## src/rtl/seq_player_pkg.sv

```systemverilog
// Shared definitions for the button-sequence player: FSM states, step-code
// layout, button indices and the default reset sequence.
package seq_player_pkg;

  localparam int STEP_W    = 2;
  localparam int NUM_STEPS = 4;
  localparam int CODE_W    = STEP_W * NUM_STEPS;
  localparam int CNT_W     = 27;
  localparam int IDX_W     = 3;

  // Button indices shared with the sequence detector; 0 terminates a sequence.
  localparam logic [STEP_W-1:0] BTN_NONE = 2'd0;
  localparam logic [STEP_W-1:0] BTN_1    = 2'd1;
  localparam logic [STEP_W-1:0] BTN_2    = 2'd2;
  localparam logic [STEP_W-1:0] BTN_3    = 2'd3;

  // Default sequence 2,3,1,3 (step0 in the low bits).
  localparam logic [CODE_W-1:0] RST_CODE_DEF = 8'hDE;

  typedef enum logic [2:0] {
    IDLE,
    ON,
    GAP,
    ENTER,
    FIN
  } state_t;

  function automatic logic [2:0] btn_onehot(input logic [STEP_W-1:0] b);
    case (b)
      BTN_1:   return 3'b001;
      BTN_2:   return 3'b010;
      BTN_3:   return 3'b100;
      default: return 3'b000;
    endcase
  endfunction

  function automatic logic [STEP_W-1:0] step_at(input logic [CODE_W-1:0] code,
                                                input logic [1:0]        idx);
    return code[{idx, 1'b0} +: STEP_W];
  endfunction

endpackage

```

## src/rtl/seq_player_step_timer.sv

```systemverilog
// Loadable terminal-count counter used for the ON and GAP dwell times.
module step_timer
  import seq_player_pkg::*;
#(
  parameter int W = CNT_W
) (
  input  logic         clk,
  input  logic         clr,
  input  logic         restart,
  input  logic [W-1:0] term,
  output logic         tc
);

  logic [W-1:0] count;

  always_ff @(posedge clk) begin
    if (clr || restart) begin
      count <= '0;
    end else begin
      count <= count + W'(1);
    end
  end

  // tc marks the last cycle of a window of length term (term >= 1).
  assign tc = (count == term - W'(1));

endmodule

```

## src/rtl/seq_player.sv

```systemverilog
// Plays a stored 4-step button sequence on the LEDs, pulsing each button and
// a final enter, for injecting a code into the sequence detector.
module seq_player
  import seq_player_pkg::*;
#(
  parameter int                ON_CYCLES  = 62500000,
  parameter int                GAP_CYCLES = 12500000,
  parameter logic [CODE_W-1:0] RST_CODE   = RST_CODE_DEF
) (
  input  logic              clk,
  input  logic              clr,
  input  logic              start,
  input  logic              seq_wr,
  input  logic [CODE_W-1:0] seq_wr_data,
  output logic [2:0]        led,
  output logic [2:0]        btn_pulse,
  output logic              enter_pulse,
  output logic              busy,
  output logic              done
);

  localparam logic [CNT_W-1:0] ON_TERM  = CNT_W'(ON_CYCLES);
  localparam logic [CNT_W-1:0] GAP_TERM = CNT_W'(GAP_CYCLES);

  state_t            state;
  logic [CODE_W-1:0] code;
  logic [CODE_W-1:0] play;
  logic [IDX_W-1:0]  idx;

  logic              tc;
  logic              restart;
  logic [CNT_W-1:0]  term;
  logic [CODE_W-1:0] snap;
  logic [IDX_W-1:0]  nxt_idx;
  logic [STEP_W-1:0] nxt_step;
  logic [STEP_W-1:0] first_step;

  // A write in the same cycle as start must be the one that gets played.
  assign snap       = seq_wr ? seq_wr_data : code;
  assign first_step = step_at(snap, 2'd0);
  assign nxt_idx    = idx + IDX_W'(1);
  assign nxt_step   = step_at(play, nxt_idx[1:0]);

  assign term    = (state == GAP) ? GAP_TERM : ON_TERM;
  assign restart = !((state == ON) || (state == GAP)) || tc;

  step_timer #(
    .W(CNT_W)
  ) u_timer (
    .clk     (clk),
    .clr     (clr),
    .restart (restart),
    .term    (term),
    .tc      (tc)
  );

  always_ff @(posedge clk) begin
    if (clr) begin
      state       <= IDLE;
      idx         <= '0;
      code        <= RST_CODE;
      play        <= RST_CODE;
      led         <= '0;
      btn_pulse   <= '0;
      enter_pulse <= 1'b0;
      busy        <= 1'b0;
      done        <= 1'b0;
    end else begin
      btn_pulse   <= '0;
      enter_pulse <= 1'b0;
      done        <= 1'b0;
      if (seq_wr) begin
        code <= seq_wr_data;
      end
      case (state)
        IDLE: begin
          if (start) begin
            play <= snap;
            idx  <= '0;
            busy <= 1'b1;
            if (first_step != BTN_NONE) begin
              state     <= ON;
              led       <= btn_onehot(first_step);
              btn_pulse <= btn_onehot(first_step);
            end else begin
              state       <= ENTER;
              enter_pulse <= 1'b1;
            end
          end
        end
        ON: begin
          if (tc) begin
            state <= GAP;
            led   <= '0;
          end
        end
        GAP: begin
          if (tc) begin
            idx <= nxt_idx;
            // A zero step ends playback; anything after it is never shown.
            if ((idx == IDX_W'(NUM_STEPS - 1)) || (nxt_step == BTN_NONE)) begin
              state       <= ENTER;
              enter_pulse <= 1'b1;
            end else begin
              state     <= ON;
              led       <= btn_onehot(nxt_step);
              btn_pulse <= btn_onehot(nxt_step);
            end
          end
        end
        ENTER: begin
          state <= FIN;
          busy  <= 1'b0;
          done  <= 1'b1;
        end
        FIN: begin
          state <= IDLE;
        end
        default: begin
          state <= IDLE;
          led   <= '0;
          busy  <= 1'b0;
        end
      endcase
    end
  end

endmodule

```

## config.mk

```make
export PLATFORM = sky130hd
export DESIGN_NAME = seq_player
export DESIGN_NICKNAME = d
export VERILOG_FILES = /design/src/rtl/seq_player_pkg.sv /design/src/rtl/seq_player_step_timer.sv /design/src/rtl/seq_player.sv
export SDC_FILE = /design/constraint.sdc
export NUM_CORES = 1
export LEC_CHECK = 0
export ABC_AREA = 1
export CELL_PAD_IN_SITES_DETAIL_PLACEMENT = 1
export CELL_PAD_IN_SITES_GLOBAL_PLACEMENT = 1
export CORE_MARGIN = 5
export CORE_UTILIZATION = 30
export DETAILED_ROUTE_END_ITERATION = 7
export DONT_BUFFER_PORTS = 1
export PLACE_DENSITY = 0.63
export SYNTH_ARGS = -nofsm -noshare
export SYNTH_HDL_FRONTEND = slang
export SYNTH_HIERARCHICAL = 1
export SYNTH_SLANG_ARGS = --single-unit
```

## constraint.sdc

```tcl
create_clock -name clk -period 7 [get_ports clk]
set_input_delay 0.35 -clock clk [delete_from_list [all_inputs] [get_ports clk]]
set_output_delay 0.35 -clock clk [all_outputs]
set_load 0.005 [all_outputs]
```

==> results.json <==
{
  "maxCapViolations": 0,
  "die_h_um": 125,
  "drc": 0,
  "critPathLaunchType": "flip-flop",
  "whs_path_depth": 1,
  "fin_nets": 706,
  "yosysWarnings": 6,
  "power_frac_seq_pct": 34.3,
  "crit_chain": "nor2_2 > nand2_4 > inv_1 > xor2_1 > inv_1 > nand2_1 > nand2_1 > nand3_1 > nor2_1 > nand3_1 > nor2_1 > inv_1 > nand2_4 > nor2_1 > clkinv_1 > a21oi_1 > o21a_1",
  "grt_pass1_vias": 4053,
  "rr_endpoint": "u_timer/count[3]",
  "synthesis.area_mm2": 0.00397,
  "clockPowerShare_pct": 47.2,
  "async_flop_share_pct": 0,
  "r2r_cells": 17,
  "fmax_ghz": 0.270,
  "synthMostInstantiatedCell": "nand2_1",
  "synthCells": 621,
  "cpPeakStageDelay_ns": 0.67,
  "wl_per_cell_um": 13.3,
  "yosysUniqueCellTypes": 44,
  "place_congestion": 0.824,
  "p_switching_w": 0.000310,
  "clock-sinks": 58,
  "first_pass_iters": 4,
  "critPathMaxFanout": 20,
  "antenna_found_initial": 0,
  "holdBufCountCts": 0,
  "place_hpwl_um": 9510,
  "slew_violations": 0,
  "cts_made_buffers": 9,
  "num_rows": 42,
  "routed-via-count": 3901,
  "hold_start": "clr",
  "hold_class": "in -> reg",
  "swShare_pct": 28.6,
  "grt_overflow": 0,
  "wirelength_um": 11600,
  "ctsHtreeMaxLevel": 3,
  "initial_core_util_pct": 30.3,
  "num_antenna_cells": 0,
  "via_per_inst": 4.48,
  "hold_violations": 0,
  "syn2layout_area_growth_pct": 18.8,
  "drive_gt1_share_pct": 9.65,
  "clk_pin_slew_worst_paths_ns": 0.05,
  "drtIter0Drc": 157,
  "synth_top_cell_by_area": "dfxtp_1",
  "critPathArrivalTime_ns": 3.98,
  "setup_tns_ns": 0,
  "yosysTopAreaCellShare_pct": 29.3,
  "postRouteAntennaNets": 0,
  "fin_crit_sh_pct": 53.0,
  "path_delay_family": "simple AND/OR/NAND/NOR gates",
  "rsz0062_at_grt": "false",
  "die_area_mm2": 0.0156,
  "grt_pass1_wl_um": 19700,
  "die_x_um": 125,
  "maxSlewHeadroom_pct": 55.5,
  "power.internal_w": 0.000774,
  "yosys_most_used_dff": "dfxtp_1",
  "combPwrFrac_pct": 18.6,
  "clock_insertion_delay_worst_skew_ns": 0.33,
  "cts_resized": 0,
  "r2r-start": "state[0]",
  "synth-seq-cells": 58,
  "fin_crit_ns": 3.71,
  "p_leak_nw": 2.09,
  "status": "complete, no violations",
  "grt_max_degree": 23,
  "placed_cells": 855,
  "avgSynthCellArea_um2": 6.39,
  "min_to": "busy",
  "cts_setup_buffers": 0,
  "coreArea_mm2": 0.0131,
  "end_kind": "flip-flop",
  "fin_skew_ns": 0.00763,
  "regToRegSetupSlack_ns": 3.29,
  "final_cells": 870,
  "synth_area_leaders": "dfxtp_1 (29%), nand2_1 (16%), nor2_1 (8.5%), inv_1 (6.9%), nand3_1 (5.7%)",
  "cts_tree": "yes",
  "crit_path_top_delay_cell": "clkinv_1",
  "root_buffer": "clkbuf_16",
  "synth-edff-count": 0,
  "critical_path_class": "reg -> reg",
  "worst-path-buf-inv": 4,
  "p_per_area_mw_per_mm2": 230,
  "ios": 21,
  "cts_max_path_buffers": 2,
  "vdd_ir_drop_max_uv": 137,
  "track_usage_pct": 15.3,
  "ys_seq_area_share_pct": 29.3,
  "required_ns": 7.27,
  "worst_pin_slew_ns": 0.665,
  "portBuffers": 0,
  "synth_common_cells": "nand2_1 (165), nor2_1 (90), inv_1 (73)",
  "setup_viol": 0
}
==> worst register-to-register path, stage by stage (launching register included) <==
cell and delay (ns):
dfxtp_1 0.34, nor2_2 0.21, nand2_4 0.19, inv_1 0.41, xor2_1 0.23, inv_1 0.06
nand2_1 0.06, nand2_1 0.05, nand3_1 0.07, nor2_1 0.05, nand3_1 0.06, nor2_1 0.07
inv_1 0.13, nand2_4 0.08, nor2_1 0.53, clkinv_1 0.67, a21oi_1 0.29, o21a_1 0.15
==> cells by family after synthesis <==
group                    Yosys count  share of synthesized area, %
other                              2                         0.189
multiplexers                       1                         0.252
AND/OR/NAND/NOR                  382                          46.1
flip-flops                        58                          29.3
adder cells (fa/ha/maj)            4                          1.26
AO/OA/AOI/OAI                     65                          9.05
XOR/XNOR                          21                          4.63
buffers and inverters             88                          9.27
==> flip-flops by register name, indices dropped and copies added (netlist names), 3 cells and up <==
signal	flops
led	3
u_timer/count	27
idx	3
play	8
code	8
state	3
btn_pulse	3
==> per-stage QoR <==
| stage | power [W] | setup slack, ns | area, µm² | utilization (%) | hold WS, ns |
|---|---|---|---|---|---|
| after floorplan | 0.000542 | 4.31 | 4210 | - | 0.424 |
| after global placement | 0.000570 | 3.43 | 4370 | 33.4 | 0.423 |
| after detailed placement | 0.000578 | 3.25 | 4370 | 33.4 | 0.424 |
| after CTS | 0.00109 | 3.22 | 4720 | 36.0 | 0.0739 |
| after global routing | 0.00114 | 2.82 | 4720 | 36.0 | 0.0747 |
| final | 0.00108 | 3.29 | 4720 | 36.0 | 0.0890 |
==> worst max path at each step <==
| stage | to | startpoint | slack [ns] | depth (start not counted) |
|---|---|---|---|---|
| detailed placement | u_timer/count[14] | state[0] | 3.25 | 17 |
| global route | u_timer/count[14] | state[0] | 2.82 | 16 |
| finish | u_timer/count[3] | state[0] | 3.29 | 17 |
| CTS | u_timer/count[3] | state[0] | 3.22 | 17 |
| global placement | u_timer/count[3] | state[0] | 3.43 | 17 |
| floorplan | u_timer/count[10] | state[0] | 4.31 | 17 |
==> power by group through the flow <==
stage / Clock [W] / Sequential [W] / Combinational, W
after floorplan: 0 / 0.000374 / 0.000168
after global placement: 0 / 0.000377 / 0.000192
after detailed placement: 0 / 0.000379 / 0.000199
after CTS: 0.000519 / 0.000372 / 0.000199
after global routing: 0.000535 / 0.000374 / 0.000233
final: 0.000511 / 0.000371 / 0.000201
==> metal layers <==
metal / up-vias / routed length (µm) / share of wire (%) / track usage (%)
li1: 2057 / - / - / -
met3: 8 / 266 / 2.3 / 2.39
met2: 33 / 5560 / 48 / 26.4
met4: 0 / 150 / 1.3 / 4.66
met5: - / 0 / 0 / 0
met1: 1803 / 5600 / 48 / 19.6
==> layout by cell type (no fill, tap or decap), types with 4 or more instances in the layout <==
master / instances
ha_1: 4
conb_1: 67
clkbuf_16: 9
nand2_4: 4
nor2_2: 11
a21oi_1: 30
nand2_2: 11
xnor2_1: 4
nor2_1: 90
dfxtp_1: 58
nand3b_1: 4
nand3_1: 45
nor2_4: 5
nor3_1: 13
o21ai_0: 20
inv_1: 73
nand4_1: 13
inv_2: 5
nor3b_2: 4
xor2_1: 17
nand2_1: 165
==> final cells by class <==
class / instances / area [µm²]
clock inverter: 5 / 103
sequential: 58 / 1160
multi-input combinational: 540 / 2680
fill: 1735 / 8370
clock buffer: 10 / 239
tap: 176 / 220
inverter: 81 / 309
No activity file was read; power rests on OpenSTA's default activity.
